`config.mk`:
```
export PLATFORM = sky130hd
export DESIGN_NAME = uart_buffer_ctrl
export DESIGN_NICKNAME = d
export VERILOG_FILES = /design/src/rtl/uart_pkg.sv /design/src/rtl/uart_sync_fifo.sv /design/src/rtl/uart_buffer_ctrl.sv
export SDC_FILE = /design/constraint.sdc
export NUM_CORES = 1
export LEC_CHECK = 0
export CORE_ASPECT_RATIO = 1.5
export CORE_MARGIN = 2
export CORE_UTILIZATION = 35
export CTS_CLUSTER_SIZE = 20
export DETAILED_ROUTE_END_ITERATION = 6
export GPL_ROUTABILITY_DRIVEN = 0
export PLACE_DENSITY_LB_ADDON = 0.15
export SLEW_MARGIN = 20
export SYNTH_ARGS = -nofsm -noshare
export SYNTH_HDL_FRONTEND = slang
export SYNTH_SLANG_ARGS = --single-unit
```
`constraint.sdc`:
```
create_clock -name clk -period 8.44 [get_ports clk]
set_input_delay 2.11 -clock clk [delete_from_list [all_inputs] [get_ports clk]]
set_output_delay 2.11 -clock clk [all_outputs]
set_load 0.05 [all_outputs]
```
`src/rtl/uart_pkg.sv`:
```
// Shared types and constants for the UART buffering stage.
package uart_pkg;

    localparam int DATA_W_MIN = 5;
    localparam int DATA_W_MAX = 9;

    typedef enum logic [1:0] {
        IDLE,
        LAUNCH,
        ACK,
        DRAIN
    } tx_state_t;

endpackage

```
`src/rtl/uart_sync_fifo.sv`:
```
// First-word-fall-through synchronous FIFO with wrap-bit occupancy count.
// Flags overrun (dropped push) and underrun (pop while empty) as single-cycle pulses.
module uart_sync_fifo
    import uart_pkg::*;
#(
    parameter int DATA_W = 8,
    parameter int DEPTH  = 8
) (
    input  logic                    clk,
    input  logic                    nReset,
    input  logic                    push,
    input  logic [DATA_W-1:0]       wdata,
    input  logic                    pop,
    output logic [DATA_W-1:0]       rdata,
    output logic [$clog2(DEPTH):0]  count,
    output logic                    full,
    output logic                    empty,
    output logic                    overrun,
    output logic                    underrun
);

    localparam int AW = $clog2(DEPTH);
    localparam int CW = AW + 1;

    logic [CW-1:0]     wr_q, wr_d, rd_q, rd_d;
    logic [DATA_W-1:0] mem_q [DEPTH];
    logic [DATA_W-1:0] mem_d [DEPTH];
    logic              do_push, do_pop;

    always_comb begin
        count    = wr_q - rd_q;
        empty    = (count == '0);
        full     = (count == CW'(DEPTH));
        do_pop   = pop && !empty;
        // A full FIFO still accepts a push when the same cycle frees a slot.
        do_push  = push && (!full || do_pop);
        overrun  = push && !do_push;
        underrun = pop && empty;
        rdata    = empty ? '0 : mem_q[rd_q[AW-1:0]];
        wr_d     = wr_q + CW'(do_push);
        rd_d     = rd_q + CW'(do_pop);
        mem_d    = mem_q;
        if (do_push) begin
            mem_d[wr_q[AW-1:0]] = wdata;
        end
    end

    always_ff @(posedge clk or negedge nReset) begin
        if (!nReset) begin
            wr_q <= '0;
            rd_q <= '0;
            for (int i = 0; i < DEPTH; i++) begin
                mem_q[i] <= '0;
            end
        end else begin
            wr_q  <= wr_d;
            rd_q  <= rd_d;
            mem_q <= mem_d;
        end
    end

endmodule

```
`src/rtl/uart_buffer_ctrl.sv`:
```
// UART RX/TX buffering, TX launch pacing, RTS/CTS flow control and sticky status.
// Optional irq output enabled by defining UART_BUF_IRQ_EN.
//   state  | meaning
//   IDLE   | waiting for a queued word, cts_s high and engine not busy
//   LAUNCH | tx_valid pulse for the word just popped into tx_data
//   ACK    | waiting for the engine to raise tx_busy
//   DRAIN  | waiting for the engine to drop tx_busy
module uart_buffer_ctrl
    import uart_pkg::*;
#(
    parameter int DATA_W     = 8,
    parameter int DEPTH      = 8,
    parameter int RTS_MARGIN = 2
) (
    input  logic                    clk,
    input  logic                    nReset,
    input  logic [DATA_W-1:0]       rx_data,
    input  logic                    rx_done,
    input  logic                    rx_err,
    output logic [DATA_W-1:0]       tx_data,
    output logic                    tx_valid,
    input  logic                    tx_busy,
    input  logic                    cts,
    output logic                    rts,
    input  logic [DATA_W-1:0]       host_wdata,
    input  logic                    host_wen,
    output logic [DATA_W-1:0]       host_rdata,
    input  logic                    host_ren,
    output logic [$clog2(DEPTH):0]  rx_count,
    output logic [$clog2(DEPTH):0]  tx_count,
    output logic                    rx_empty,
    output logic                    tx_full,
    output logic                    err_overrun,
    output logic                    err_underrun,
    output logic                    err_frame,
    input  logic                    err_clear
`ifdef UART_BUF_IRQ_EN
    ,
    output logic                    irq
`endif
);

    localparam logic RTS_RST = (RTS_MARGIN >= DEPTH);

    if (DATA_W < DATA_W_MIN || DATA_W > DATA_W_MAX) begin : g_bad_width
        $error("uart_buffer_ctrl: DATA_W out of range");
    end

    tx_state_t         state_q, state_d;
    logic [DATA_W-1:0] tx_data_q, tx_data_d, tx_head;
    logic              cts_meta_q, cts_s_q;
    logic              rts_q, rts_d;
    logic              err_ovr_q, err_ovr_d, err_und_q, err_und_d, err_frm_q, err_frm_d;
    logic              tx_pop, tx_empty, rx_full;
    logic              rx_ovr, rx_und, tx_ovr, tx_und;

    uart_sync_fifo #(.DATA_W(DATA_W), .DEPTH(DEPTH)) u_rx_fifo (
        .clk(clk), .nReset(nReset),
        .push(rx_done && !rx_err), .wdata(rx_data), .pop(host_ren),
        .rdata(host_rdata), .count(rx_count), .full(rx_full), .empty(rx_empty),
        .overrun(rx_ovr), .underrun(rx_und)
    );

    uart_sync_fifo #(.DATA_W(DATA_W), .DEPTH(DEPTH)) u_tx_fifo (
        .clk(clk), .nReset(nReset),
        .push(host_wen), .wdata(host_wdata), .pop(tx_pop),
        .rdata(tx_head), .count(tx_count), .full(tx_full), .empty(tx_empty),
        .overrun(tx_ovr), .underrun(tx_und)
    );

    always_comb begin
        state_d   = state_q;
        tx_data_d = tx_data_q;
        tx_pop    = 1'b0;
        tx_valid  = 1'b0;
        case (state_q)
            IDLE: begin
                if (!tx_empty && cts_s_q && !tx_busy) begin
                    state_d   = LAUNCH;
                    tx_pop    = 1'b1;
                    tx_data_d = tx_head;
                end
            end
            LAUNCH: begin
                tx_valid = 1'b1;
                state_d  = ACK;
            end
            ACK:     if (tx_busy)  state_d = DRAIN;
            DRAIN:   if (!tx_busy) state_d = IDLE;
            default: state_d = IDLE;
        endcase
    end

    always_comb begin
        err_ovr_d = err_ovr_q || rx_ovr || tx_ovr;
        err_und_d = err_und_q || rx_und || tx_und;
        err_frm_d = err_frm_q || (rx_done && rx_err);
        if (err_clear) begin
            err_ovr_d = 1'b0;
            err_und_d = 1'b0;
            err_frm_d = 1'b0;
        end
        rts_d = rx_full || ((DEPTH - int'(rx_count)) <= RTS_MARGIN);
    end

    always_ff @(posedge clk or negedge nReset) begin
        if (!nReset) begin
            state_q    <= IDLE;
            tx_data_q  <= '0;
            cts_meta_q <= 1'b0;
            cts_s_q    <= 1'b0;
            rts_q      <= RTS_RST;
            err_ovr_q  <= 1'b0;
            err_und_q  <= 1'b0;
            err_frm_q  <= 1'b0;
        end else begin
            state_q    <= state_d;
            tx_data_q  <= tx_data_d;
            cts_meta_q <= cts;
            cts_s_q    <= cts_meta_q;
            rts_q      <= rts_d;
            err_ovr_q  <= err_ovr_d;
            err_und_q  <= err_und_d;
            err_frm_q  <= err_frm_d;
        end
    end

    assign tx_data      = tx_data_q;
    assign rts          = rts_q;
    assign err_overrun  = err_ovr_q;
    assign err_underrun = err_und_q;
    assign err_frame    = err_frm_q;

`ifdef UART_BUF_IRQ_EN
    logic txe_flag_q, txe_flag_d, irq_q, irq_d;

    // The TX-empty term arms on a launch and disarms on the next host write.
    always_comb begin
        txe_flag_d = tx_pop ? 1'b1 : (host_wen ? 1'b0 : txe_flag_q);
        irq_d      = (int'(rx_count) >= DEPTH / 2) || (txe_flag_q && tx_empty)
                     || err_ovr_q || err_und_q || err_frm_q;
    end

    always_ff @(posedge clk or negedge nReset) begin
        if (!nReset) begin
            txe_flag_q <= 1'b0;
            irq_q      <= 1'b0;
        end else begin
            txe_flag_q <= txe_flag_d;
            irq_q      <= irq_d;
        end
    end

    assign irq = irq_q;
`endif

endmodule

```
After elaboration in Yosys (flattened, before gate mapping):

Index checks and enable logic that the tools add are counted.

* add/sub/neg operators: 7
* $lt $le $gt $ge: 7
* eq/ne operators: 8
* multiplexer cells: 24
* bitwise logic cells: 4
* reductions and logical operators: 35

Operators by type and width (number)
* 64-bit bitwise mux: 2
* 8-bit two-way mux: 8
* 8-bit binary-select mux with 3-bit select: 2
* 8-bit demux with 3-bit select: 2
* 4-bit by 1-bit adder with 4-bit output: 4
* 4-bit greater-or-equal comparator, second input constant: 4
* 3-bit NOT with 4-bit output: 4
* 1-bit logical AND: 14
* 4-bit equality test, second input constant: 2
* 1-bit zero test: 8
* 4-bit zero test: 2
* 1-bit logical OR: 8
* 4-bit by 1-bit less-than comparator with 1-bit output, second input constant: 2
* 2-bit case mux with 4 select lines: 1
* 4-bit subtractor: 2
* 1-bit two-way mux: 6
* 2-bit two-way mux: 3
* 2-bit != test, second input constant: 3
* 5-bit by 3-bit <= comparator with 1-bit output, second input constant: 1
* 4-bit by 4-bit subtractor with 5-bit output, first input constant: 1
* 2-bit equality test, second input constant: 2
* 3-bit AND reduction: 1
* 2-bit by 1-bit equality test with 1-bit output, second input constant: 1
* 2-bit zero test: 1
* 2-bit AND reduction: 1

* register bits after elaboration: 160
* input port bits: 25
* logic and storage cells: 113

Logic depth before layout (Yosys ltp):

Gate-level depths: netlist of run 1.

* depth after elaboration: 14
* mapped depth: 13
* mapped depth without buffers: 12

Hierarchy:

Synthesis of run 1 repeated with hierarchy kept, for this count alone.

* cells, all modules: 526
* area, all modules: 7719.9 um^2

Modules (own cells, without submodules)
* uart_sync_fifo (u_rx_fifo): times used 1, cells each 232, area an instance 3485.8 um^2, seq. area each 1801.7 um^2
* uart_sync_fifo (u_tx_fifo): times used 1, cells each 235, area an instance 3472.1 um^2, seq. area each 1801.7 um^2
* uart_buffer_ctrl: times used 1, cells each 59, area an instance 762.0 um^2, seq. area each 400.4 um^2

Worst setup path after synthesis of run 1:

Ideal clock, no wire load.

* path kind: register to output
* start point: reg u_rx_fifo.rd_q[1]
* end point: out host_rdata[0]
* data arrival time: 3.479 ns
* slack: 2.851 ns
* stages on the path, launching flop included: 10
* cell sequence: dfrtp_1 clkbuf_1 clkbuf_1 inv_1 fa_1 inv_1 ha_1 and2_1 clkbuf_1 a21oi_1

* elaborated cells between the ends (all ways): 7
* those cells by class: add/sub (1); mux (4); bitwise (1); reduce/logical (1)

RTL lines
* start: declaration: RTL line uart_sync_fifo.sv:25 `logic [CW-1:0] wr_q, wr_d, rd_q, rd_d;`
* start signal: assignment: RTL line uart_sync_fifo.sv:57 `rd_q <= rd_d;`
* 4-bit subtractor: RTL line uart_sync_fifo.sv:31 `count = wr_q - rd_q;`
* net rx_count[1]: RTL line uart_buffer_ctrl.sv:29 `output logic [$clog2(DEPTH):0] rx_count,`
* 4-bit zero test: RTL line uart_sync_fifo.sv:32 `empty = (count == '0);`
* 8-bit two-way mux: RTL line uart_sync_fifo.sv:39 `rdata = empty ? '0 : mem_q[rd_q[AW-1:0]];`
* end: declaration: RTL line uart_buffer_ctrl.sv:27 `output logic [DATA_W-1:0] host_rdata,`

The timed path passes the listed nets, and every way through them passes these cells. The select of a mux whose other input is x is not followed.

Worst setup path after layout of run 1:

* start point: reg u_rx_fifo.rd_q[1]
* end point: out host_rdata[5]

* longest elaborated chain between the ends: 5
* elaborated cells between the ends (all ways): 7
* those cells by class: add/sub (1); mux (4); bitwise (1); reduce/logical (1)

RTL lines (RTL line)
* parallel branches: the longest is 4 deep, another holds 4-bit subtractor
* 8-bit two-way mux *: uart_sync_fifo.sv:39

Mark *: on every way between the ends. The select of a mux whose other input is x is not followed.

==> reports/results.md, run 1 <==
### Yosys
• **post-synthesis cell count** 518
• **Post-synth ARST share** 1.00
• **post-synthesis simple-gate area fraction** 0.0538
• **fraction of the mapped netlist area in compound gates** 0.0423
• **primary flip-flop cell chosen by synthesis mapping** dfrtp_1
• **xor and xnor fraction of the mapped netlist area** 0.0158
• **yosys synthesis warning count** 0
• **number of different library cells in the post-synthesis netlist** 52
• **fraction of the yosys area taken by sequential cells** 0.521
• **Post-Synthesis Net Count** 566
• **synthesized-area fraction occupied by adder cells** 0.0394
• **cell type with the largest total area after synthesis** dfrtp_1
• **combinational family with the most area after synthesis** multiplexers
• **cell types occupying the most area after synthesis** dfrtp_1 (52%), mux2_2 (20%), mux4_2 (9.4%)
• **Syn Area/Cell** 14.8 um2
• **Post-synth EDFFs** 0
• **post-synth top area share** 0.521
• **number of flip-flops and latches in the synthesized netlist** 160
• **Synth Cell Area** 7690 um2
• **fraction of synthesized area in multiplexers** 0.306

### Clock tree
• **CTS H-Tree Depth** 4
• **post-CTS repair timing setup buffer count** 0
• **CTS Hold Buffers Added** 0
• **buffer depth of the longest clock path** 2
• **clock tree root driver cell** clkbuf_16
• **later-pin clock latency in the skew report** 0.41 ns
• **count of clock tree sinks** 160
• **Post-CTS Resized** 0
• **number of buffers created by CTS** 17
• **clock-pin slew on the worst setup and hold paths** 0.06 ns
• **TritonCTS clock tree** built

### Global route
• **first-pass GRT wire length** 27200 um
• **number of global-route vias before repair** 4830
• **initial antenna violation count** 0
• **GRT Overall Usage** 0.153
• **GRT overflow** 0
• **maximum number of pins on one net before global-route repair** 103

### Routing
• **total detailed-routing wirelength** 16900 um
• **average routed wire per standard cell** 19.7 um
• **detailed-route vias per instance** 5.12
• **final routed DRC violation total** 0
• **number of detailed-route iterations in the first pass** 4
• **count of vias placed by the detailed router** 4389
• **Detailed Route Iter0 Violations** 118
• **number of nets still failing antenna checks after routing** 0

### Timing
• **fin worst setup slack** 2.21 ns
• **setup repair after global routing missed its margin** false
• **final max-slew violation count** 0
• **final worst-path cycle share** 0.738
• **largest clock skew in the final design** 0.00783 ns
• **TNS Setup** 0 ns
• **worst-case headroom to the max-slew limit** 0.371
• **slew at the pin with the worst max-slew slack** 0.943 ns
• **final critical path time including I/O delays and setup** 6.23 ns
• **maximum operating frequency** 0.161 GHz
• **number of endpoints failing setup at the final stage** 0
• **Fin. Hold Viols** 0

### Placed design
• **detailed-placement wirelength estimate** 11200 um
• **worst setup timing slack at the placement stage** 2.60 ns
• **Placement Cell Area** 8510 um2
• **Port-buffer cells** 55

### Setup path
• **endpoint type of the worst setup path** output port
• **worst-case register-to-register setup slack** 4.43 ns
• **startpoint of the most critical register-to-register path** u_rx_fifo.rd_q[1]
• **critical path arrival** 4.12 ns
• **type of origin of the critical path** register
• **required time at the endpoint of the critical path** 6.33 ns
• **largest fanout on the critical path** 19
• **category of the most critical setup path** reg -> out
• **reg-to-reg endpoint** u_rx_fifo.mem_q[20]
• **R2R cell count** 8

### Die
• **number of ports placed on the die boundary** 56
• **initial standard-cell utilization of the core** 0.355
• **Die Span X** 125 um
• **area of the die** 23200 um2
• **area of the core** 21600 um2
• **row cnt** 66
• **die height** 186 um

### Hold path
• **number of instances on the worst hold path** 0
• **worst hold path startpoint** cts_meta_q
• **class of the most critical hold timing path** reg -> reg
• **destination of the worst hold path** cts_s_q

### Finish
• **layout overhead on the synthesized area** 18.3%
• **proportion of layout cells with a drive suffix above 1** 0.381
• **final net count** 623
• **Inserted Diodes** 0
• **Non-Filler Cell Area, Final** 9100 um2

### Job
• **max-cap violations** 0

### Run status
• **result of the run** finished, final reports clean

cell families after synthesis:
family                     Yosys count
xor gates and xnor gates            13
and+or+nand+nor                     69
AOI/OAI and AO/OA                   35
adders and majority gates           23
muxes                              178
DFF                                160
buffers and inverters               40
layer usage:
metal | share of wire | GRT usage
met5 | 0 | 0
met4 | 0.0088 | 0.0400
met3 | 0.021 | 0.0293
met2 | 0.56 | 0.292
met1 | 0.41 | 0.176
sequential cells by signal (all words and copies together), names as in the netlist:
register and cells:
cts_s_q 1, err_overrun 1, rts 1, u_tx_fifo.mem_q 64
cts_meta_q 1, u_rx_fifo.rd_q 4, u_rx_fifo.wr_q 4, state_q 2
err_frame 1, u_tx_fifo.rd_q 4, tx_data 8, err_underrun 1
u_rx_fifo.mem_q 64, u_tx_fifo.wr_q 4
critical path, cell delays in order, from the launching register on:
cell             delay (ns)
dfrtp_1                0.90
inv_1                  0.19
ha_1                   0.33
nor2b_1                0.14
o21a_1                 0.20
o21ai_0                0.41
nand2_1                0.44
a21oi_1                0.25
clkdlybuf4s50_1        0.83
synth_stat cells (3+ instances only):
master and count:
inv_1 18, nand2_1 29, xnor2_1 6, nand3_1 6, nand4_2 6, xor2_1 6, ha_1 21, o311ai_4 3
clkbuf_1 8, mux2i_1 9, mux4_2 32, mux2_2 137, a21oi_1 14, o311a_1 3, dfrtp_1 160, buf_2 10
nor2_1 8, nor2b_1 3
layout make-up:
cell class / count / area, um2
Fill cell: 2040 / 12500
Clock inverter: 10 / 129
Inverter: 20 / 75.1
Timing Repair Buffer: 58 / 574
Sequential cell: 160 / 4010
Multi-Input combinational cell: 318 / 3520
Tap cell: 272 / 340
Clock buffer: 20 / 457
per-stage QoR:
step / hold WS [ns] / cells / utilization
after CTS: 0.374 / 858 / 0.420
after global placement: 0.340 / 828 / 0.393
after global routing: 0.384 / 858 / 0.420
after floorplan: 0.331 / 518 / -
final: 0.369 / 858 / 0.420
after detailed placement: 0.359 / 828 / 0.393
layout by cell type, fill, tap and decap left out, types with 2 or more instances in the layout:
cell	n
a21oi_1	14
a21oi_2	2
and2_1	2
buf_4	3
bufinv_16	2
clkbuf_16	17
clkbuf_8	2
clkdlybuf4s50_1	54
clkinv_4	2
clkinvlp_4	3
dfrtp_1	159
fa_1	2
ha_1	21
inv_1	18
inv_6	2
mux2_2	137
mux2i_1	9
mux4_2	32
nand2_1	29
nand2b_1	2
nand3_1	6
nand4_2	6
nor2_1	8
nor2b_1	3
nor3b_1	2
o311a_1	3
o311ai_4	3
xnor2_1	6
xor2_1	6
worst max path at each step:
| stage | start | to | slack, ns | cells after the start |
|---|---|---|---|---|
| floorplan | u_rx_fifo.rd_q[1] | host_rdata[0] | 2.85 | 9 |
| global placement | u_rx_fifo.rd_q[1] | host_rdata[5] | 2.67 | 8 |
| detailed placement | u_rx_fifo.rd_q[1] | host_rdata[0] | 2.60 | 8 |
| CTS | u_rx_fifo.rd_q[1] | host_rdata[5] | 2.15 | 8 |
| global route | u_rx_fifo.rd_q[1] | host_rdata[6] | 1.89 | 8 |
| finish | u_rx_fifo.rd_q[1] | host_rdata[5] | 2.21 | 8 |
Power of run 1 is not shown: default switching activity piles up to over one toggle a cycle in this logic, so the estimate is an artifact.
==> run 2: changes to the inputs <==
Clock period 8.44 ns to 6.4 ns, I/O delays scaled along.
==> reports/results.md, run 2 (same netlist as run 1, synthesis figures left out) <==
### Global route
• **maximum number of pins on one net before global-route repair** 105, +1.9%
• **first-pass GRT wire length** 27700 um, +1.8%
• **initial antenna violation count** 0, unchanged
• **GRT overflow** 0, unchanged
• **GRT Overall Usage** 0.157, +0.00385
• **number of global-route vias before repair** 4942, +2.3%

### Routing
• **number of detailed-route iterations in the first pass** 4, unchanged
• **met2 routed wirelength** 9220 um, -1.8%
• **Detailed Route Iter0 Violations** 125, +5.9%
• **Metal-1 WL** 7060 um, +1.3%
• **highest routed metal layer** met4
• **number of nets still failing antenna checks after routing** 0, unchanged
• **count of vias placed by the detailed router** 4444, +1.3%
• **detailed-route vias per instance** 5.16, +0.78%
• **average routed wire per standard cell** 19.8 um, +0.90%
• **total length of routed met3 wires** 500 um, +39%
• **total detailed-routing wirelength** 17100 um, +1.4%
• **final routed DRC violation total** 0, unchanged

### Setup path
• **worst-path cell chain** inv_1 -> ha_1 -> inv_1 -> fa_1 -> inv_1 -> ha_1 -> and2_1 -> a21oi_1 -> clkdlybuf4s50_1
• **largest fanout on the critical path** 11, -8
• **required time at the endpoint of the critical path** 4.80 ns, -1.53 ns
• **endpoint type of the worst setup path** output port
• **R2R cell count** 10, +2
• **worst-case register-to-register setup slack** 2.59 ns, -1.84 ns
• **category of the most critical setup path** reg -> out
• **worst-path cell with the longest stage delay** clkdlybuf4s50_1
• **startpoint of the most critical register-to-register path** u_rx_fifo.wr_q[0]
• **CP dominant cell by count** inv_1
• **critical path arrival** 3.58 ns, -0.54 ns
• **reg-to-reg endpoint** u_rx_fifo.mem_q[54]
• **type of origin of the critical path** register
• **maximum cell stage delay along the critical path** 0.83 ns, -0.07 ns

### Clock tree
• **buffer depth of the longest clock path** 2, unchanged
• **clock tree root driver cell** clkbuf_16
• **Post-CTS Resized** 0, unchanged
• **later-pin clock latency in the skew report** 0.43 ns, +0.02 ns
• **CTS Hold Buffers Added** 0, unchanged
• **clock-pin slew on the worst setup and hold paths** 0.06 ns, about the same
• **number of buffers created by CTS** 17, unchanged
• **count of clock tree sinks** 160, unchanged
• **post-CTS repair timing setup buffer count** 0, unchanged
• **CTS H-Tree Depth** 4, unchanged
• **TritonCTS clock tree** built

### Finish
• **proportion of layout cells with a drive suffix above 1** 0.383, +0.00250
• **area of combinational cells with multiple inputs** 3520 um2, unchanged
• **Inserted Diodes** 0, unchanged
• **most frequent standard cell in the layout excluding fill and tap cells** dfrtp_1
• **FF+latch area** 4000 um2, about the same
• **FILL cells** 1993, -2.3%
• **layout overhead on the synthesized area** 19.0%
• **final net count** 625, +0.32%
• **commonest non-fill, non-tap cells in the layout** dfrtp_1 (160), mux2_2 (137), clkdlybuf4s50_1 (54)

### Job
• **max-cap violations** 0, unchanged

### Placed design
• **detailed-placement wirelength estimate** 11700 um, +4.2%
• **Port-buffer cells** 55, unchanged
• **worst setup timing slack at the placement stage** 1.64 ns, -0.955 ns

### Hold path
• **destination of the worst hold path** cts_s_q
• **class of the most critical hold timing path** reg -> reg
• **worst hold path startpoint** cts_meta_q
• **number of instances on the worst hold path** 0, unchanged

### Timing
• **largest clock skew in the final design** 0.00866 ns, +0.000834 ns
• **final critical path time including I/O delays and setup** 5.18 ns
• **worst-case headroom to the max-slew limit** 0.328, -0.0438
• **maximum operating frequency** 0.193 GHz
• **TNS Setup** 0 ns, unchanged
• **setup repair after global routing missed its margin** false
• **Fin. Hold Viols** 0, unchanged
• **number of endpoints failing setup at the final stage** 0, unchanged
• **final max-slew violation count** 0, unchanged
• **fin worst setup slack** 1.22 ns, -0.997 ns
• **final worst-path cycle share** 0.810
• **slew at the pin with the worst max-slew slack** 1.01 ns, +0.0657 ns

### Die
• **number of ports placed on the die boundary** 56, unchanged
• **initial standard-cell utilization of the core** 0.355, unchanged
• **Die Span X** 125 um, unchanged
• **area of the core** 21600 um2, unchanged
• **row cnt** 66, unchanged
• **die height** 186 um, unchanged
• **area of the die** 23200 um2, unchanged

### Run status
• **result of the run** finished, final reports clean

==> run 2: cell type report <==
type                            instances  area share
Clock buffer                           19      0.0484
Clock inverter                         13      0.0205
Inverter                               20     0.00820
Multi-Input combinational cell        318       0.384
Sequential cell                       160       0.437
Tap cell                              272      0.0372
Timing Repair Buffer                   60      0.0644
==> run 2: worst max-delay path by stage <==
stage                       from       endpoint  slack (ns)  depth (start not counted)
2_1_floorplan  u_rx_fifo.rd_q[1]  host_rdata[0]        1.32                          9
3_3_place_gp   u_rx_fifo.wr_q[0]  host_rdata[5]        1.69                          9
3_5_place_dp   u_rx_fifo.wr_q[0]  host_rdata[5]        1.64                          9
4_1_cts        u_rx_fifo.wr_q[0]  host_rdata[5]        1.17                          9
5_1_grt        u_rx_fifo.wr_q[0]  host_rdata[5]        0.97                          9
6_report       u_rx_fifo.wr_q[0]  host_rdata[5]        1.22                          9
==> run 2: stage by stage <==
stage	hold slack [ns]	util	instances	instance area, um2
after detailed placement	0.338	0.394	830	8530
after global routing	0.370	0.423	862	9160
after floorplan	0.331	-	518	7690
after global placement	0.343	0.394	830	8530
after CTS	0.354	0.423	862	9160
final	0.352	0.423	862	9160
==> run 2: layer usage <==
metal / GRT usage / vias up
li1: - / 2027
met1: 0.183 / 2327
met2: 0.286 / 70
met3: 0.0348 / 20
met4: 0.0560 / 0
met5: 0 / -
==> run 2: critical path, delay by kind of cell, from the launching register on <==
family | cells | cell delay, ns
adders and majority gates | 3 | 0.91
AOI/OAI and AO/OA | 1 | 0.26
buffers and inverters | 4 | 1.15
DFF | 1 | 0.52
and+or+nand+nor | 1 | 0.31
Power of run 2 is left out for the same reason.
==> run 3: changes to the inputs <==
Clock period 6.4 ns to 4.75 ns, I/O delays scaled along.
==> reports/results.md, run 3 (same netlist as run 1, synthesis figures left out) <==
### Run status
• **result of the run** finished, final reports clean

### Die
• **area of the core** 21600 um2, unchanged
• **die height** 186 um, unchanged
• **area of the die** 23200 um2, unchanged
• **row cnt** 66, unchanged
• **Die Span X** 125 um, unchanged
• **number of ports placed on the die boundary** 56, unchanged
• **initial standard-cell utilization of the core** 0.355, unchanged

### Timing
• **final max-slew violation count** 0, unchanged
• **Post-Route Hold Slack** 0.360 ns, +0.00812 ns
• **final worst-path cycle share** 0.946
• **Fin. Hold Viols** 0, unchanged
• **slew at the pin with the worst max-slew slack** 0.976 ns, -0.0322 ns
• **setup repair after global routing missed its margin** false
• **maximum operating frequency** 0.222 GHz
• **worst-case headroom to the max-slew limit** 0.349, +0.0215
• **largest clock skew in the final design** 0.0163 ns, +0.00765 ns
• **number of endpoints failing setup at the final stage** 0, unchanged
• **TNS Setup** 0 ns, unchanged
• **final critical path time including I/O delays and setup** 4.50 ns

### Finish
• **Inserted Diodes** 0, unchanged
• **commonest non-fill, non-tap cells in the layout** dfrtp_1 (160), mux2_2 (137), clkdlybuf4s50_1 (44)
• **final net count** 627, +0.32%
• **most frequent standard cell in the layout excluding fill and tap cells** dfrtp_1
• **layout overhead on the synthesized area** 18.7%
• **Final Instance Count excl. Fillers** 864, +0.23%
• **post-route core utilization** 0.422, -0.00116
• **proportion of layout cells with a drive suffix above 1** 0.404, +0.0207

### Setup path
• **largest fanout on the critical path** 11, unchanged
• **R2R cell count** 10, unchanged
• **endpoint type of the worst setup path** output port
• **worst-path cell chain** inv_1 -> ha_1 -> nor2b_1 -> o21a_1 -> o21ai_0 -> nand2_1 -> buf_4 -> inv_1 -> nor2_1 -> clkdlybuf4s50_1
• **type of origin of the critical path** register
• **largest delay contributor family on the critical path** buffers and inverters
• **CP dominant cell by count** inv_1
• **end point of the critical path** rx_empty
• **reg-to-reg endpoint** u_rx_fifo.mem_q[38]
• **category of the most critical setup path** reg -> out
• **critical path arrival** 3.31 ns, -0.27 ns
• **maximum cell stage delay along the critical path** 0.80 ns, -0.03 ns
• **required time at the endpoint of the critical path** 3.56 ns, -1.24 ns
• **Buf+Inv Stages, Crit Path** 4, unchanged
• **Levels on crit path** 10, +1
• **worst-path cell with the longest stage delay** clkdlybuf4s50_1
• **Critical Path Start** u_rx_fifo.wr_q[0]
• **worst-case register-to-register setup slack** 0.92 ns, -1.67 ns
• **startpoint of the most critical register-to-register path** u_rx_fifo.wr_q[0]

### Clock tree
• **Post-CTS Resized** 0, unchanged
• **number of buffers created by CTS** 17, unchanged
• **CTS H-Tree Depth** 4, unchanged
• **post-CTS repair timing setup buffer count** 0, unchanged
• **count of clock tree sinks** 160, unchanged
• **buffer depth of the longest clock path** 2, unchanged
• **later-pin clock latency in the skew report** 0.43 ns, about the same
• **clock-pin slew on the worst setup and hold paths** 0.07 ns, about the same
• **clock tree root driver cell** clkbuf_16
• **TritonCTS clock tree** built
• **CTS Hold Buffers Added** 0, unchanged

### Global route
• **GRT overflow** 0, unchanged
• **number of global-route vias before repair** 4922, -0.40%
• **GRT Overall Usage** 0.160, +0.00273
• **maximum number of pins on one net before global-route repair** 103, -1.9%
• **initial antenna violation count** 0, unchanged
• **first-pass GRT wire length** 28200 um, +2.0%

### Hold path
• **class of the most critical hold timing path** reg -> reg

### Routing
• **number of detailed-route iterations in the first pass** 4, unchanged
• **Detailed Route Iter0 Violations** 184, +47%
• **average routed wire per standard cell** 20.2 um, +1.6%
• **detailed-route vias per instance** 5.20, +0.78%
• **final routed DRC violation total** 0, unchanged
• **total detailed-routing wirelength** 17400 um, +1.9%
• **count of vias placed by the detailed router** 4489, +1.0%
• **number of nets still failing antenna checks after routing** 0, unchanged

### Placed design
• **detailed-placement wirelength estimate** 11800 um, +0.82%
• **Port-buffer cells** 55, unchanged
• **Cells after DPL** 832, +0.24%

### Job
• **max-cap violations** 0, unchanged

==> run 3: area by class of cell <==
class / count / area, um2
fill: 1995 / 12500
sequential: 160 / 4000
multi-input combinational: 318 / 3520
timing repair buffer: 62 / 617
clock buffer: 17 / 425
tap: 272 / 340
clock inverter: 15 / 153
inverter: 20 / 75.1
==> run 3: how the worst min path moves through the flow <==
stage	startpoint	endpoint	slack, ns	depth (start not counted)
after floorplan	cts_meta_q	cts_s_q	0.33	0
final	cts_meta_q	cts_s_q	0.36	0
after detailed placement	cts_meta_q	cts_s_q	0.35	0
after global placement	cts_meta_q	cts_s_q	0.34	0
after global routing	cts_meta_q	cts_s_q	0.38	0
after CTS	cts_meta_q	cts_s_q	0.36	0
==> run 3: through the flow <==
stage | setup slack (ns) | instance area (um2)
after global routing | 0.0329 | 9130
after CTS | 0.236 | 9130
final | 0.254 | 9130
after floorplan | 0.0834 | 7690
after detailed placement | 0.709 | 8550
after global placement | 0.818 | 8550
==> run 3: layer usage <==
| metal | vias up | GRT usage | wire length, um |
|---|---|---|---|
| li1 | 2038 | - | - |
| met1 | 2358 | 0.185 | 7160 |
| met4 | 0 | 0.0609 | 413 |
| met2 | 71 | 0.292 | 9380 |
| met3 | 22 | 0.0328 | 469 |
| met5 | - | 0 | 0 |
==> run 3: worst register-to-register path: cells and delay by family, from the launching register on <==
family	cells	cell delay [ns]
adders and majority gates	3	0.88
and+or+nand+nor	2	0.76
AOI/OAI and AO/OA	1	0.68
DFF	1	0.59
muxes	1	0.42
buffers and inverters	3	0.37
Power of run 3 is left out for the same reason.
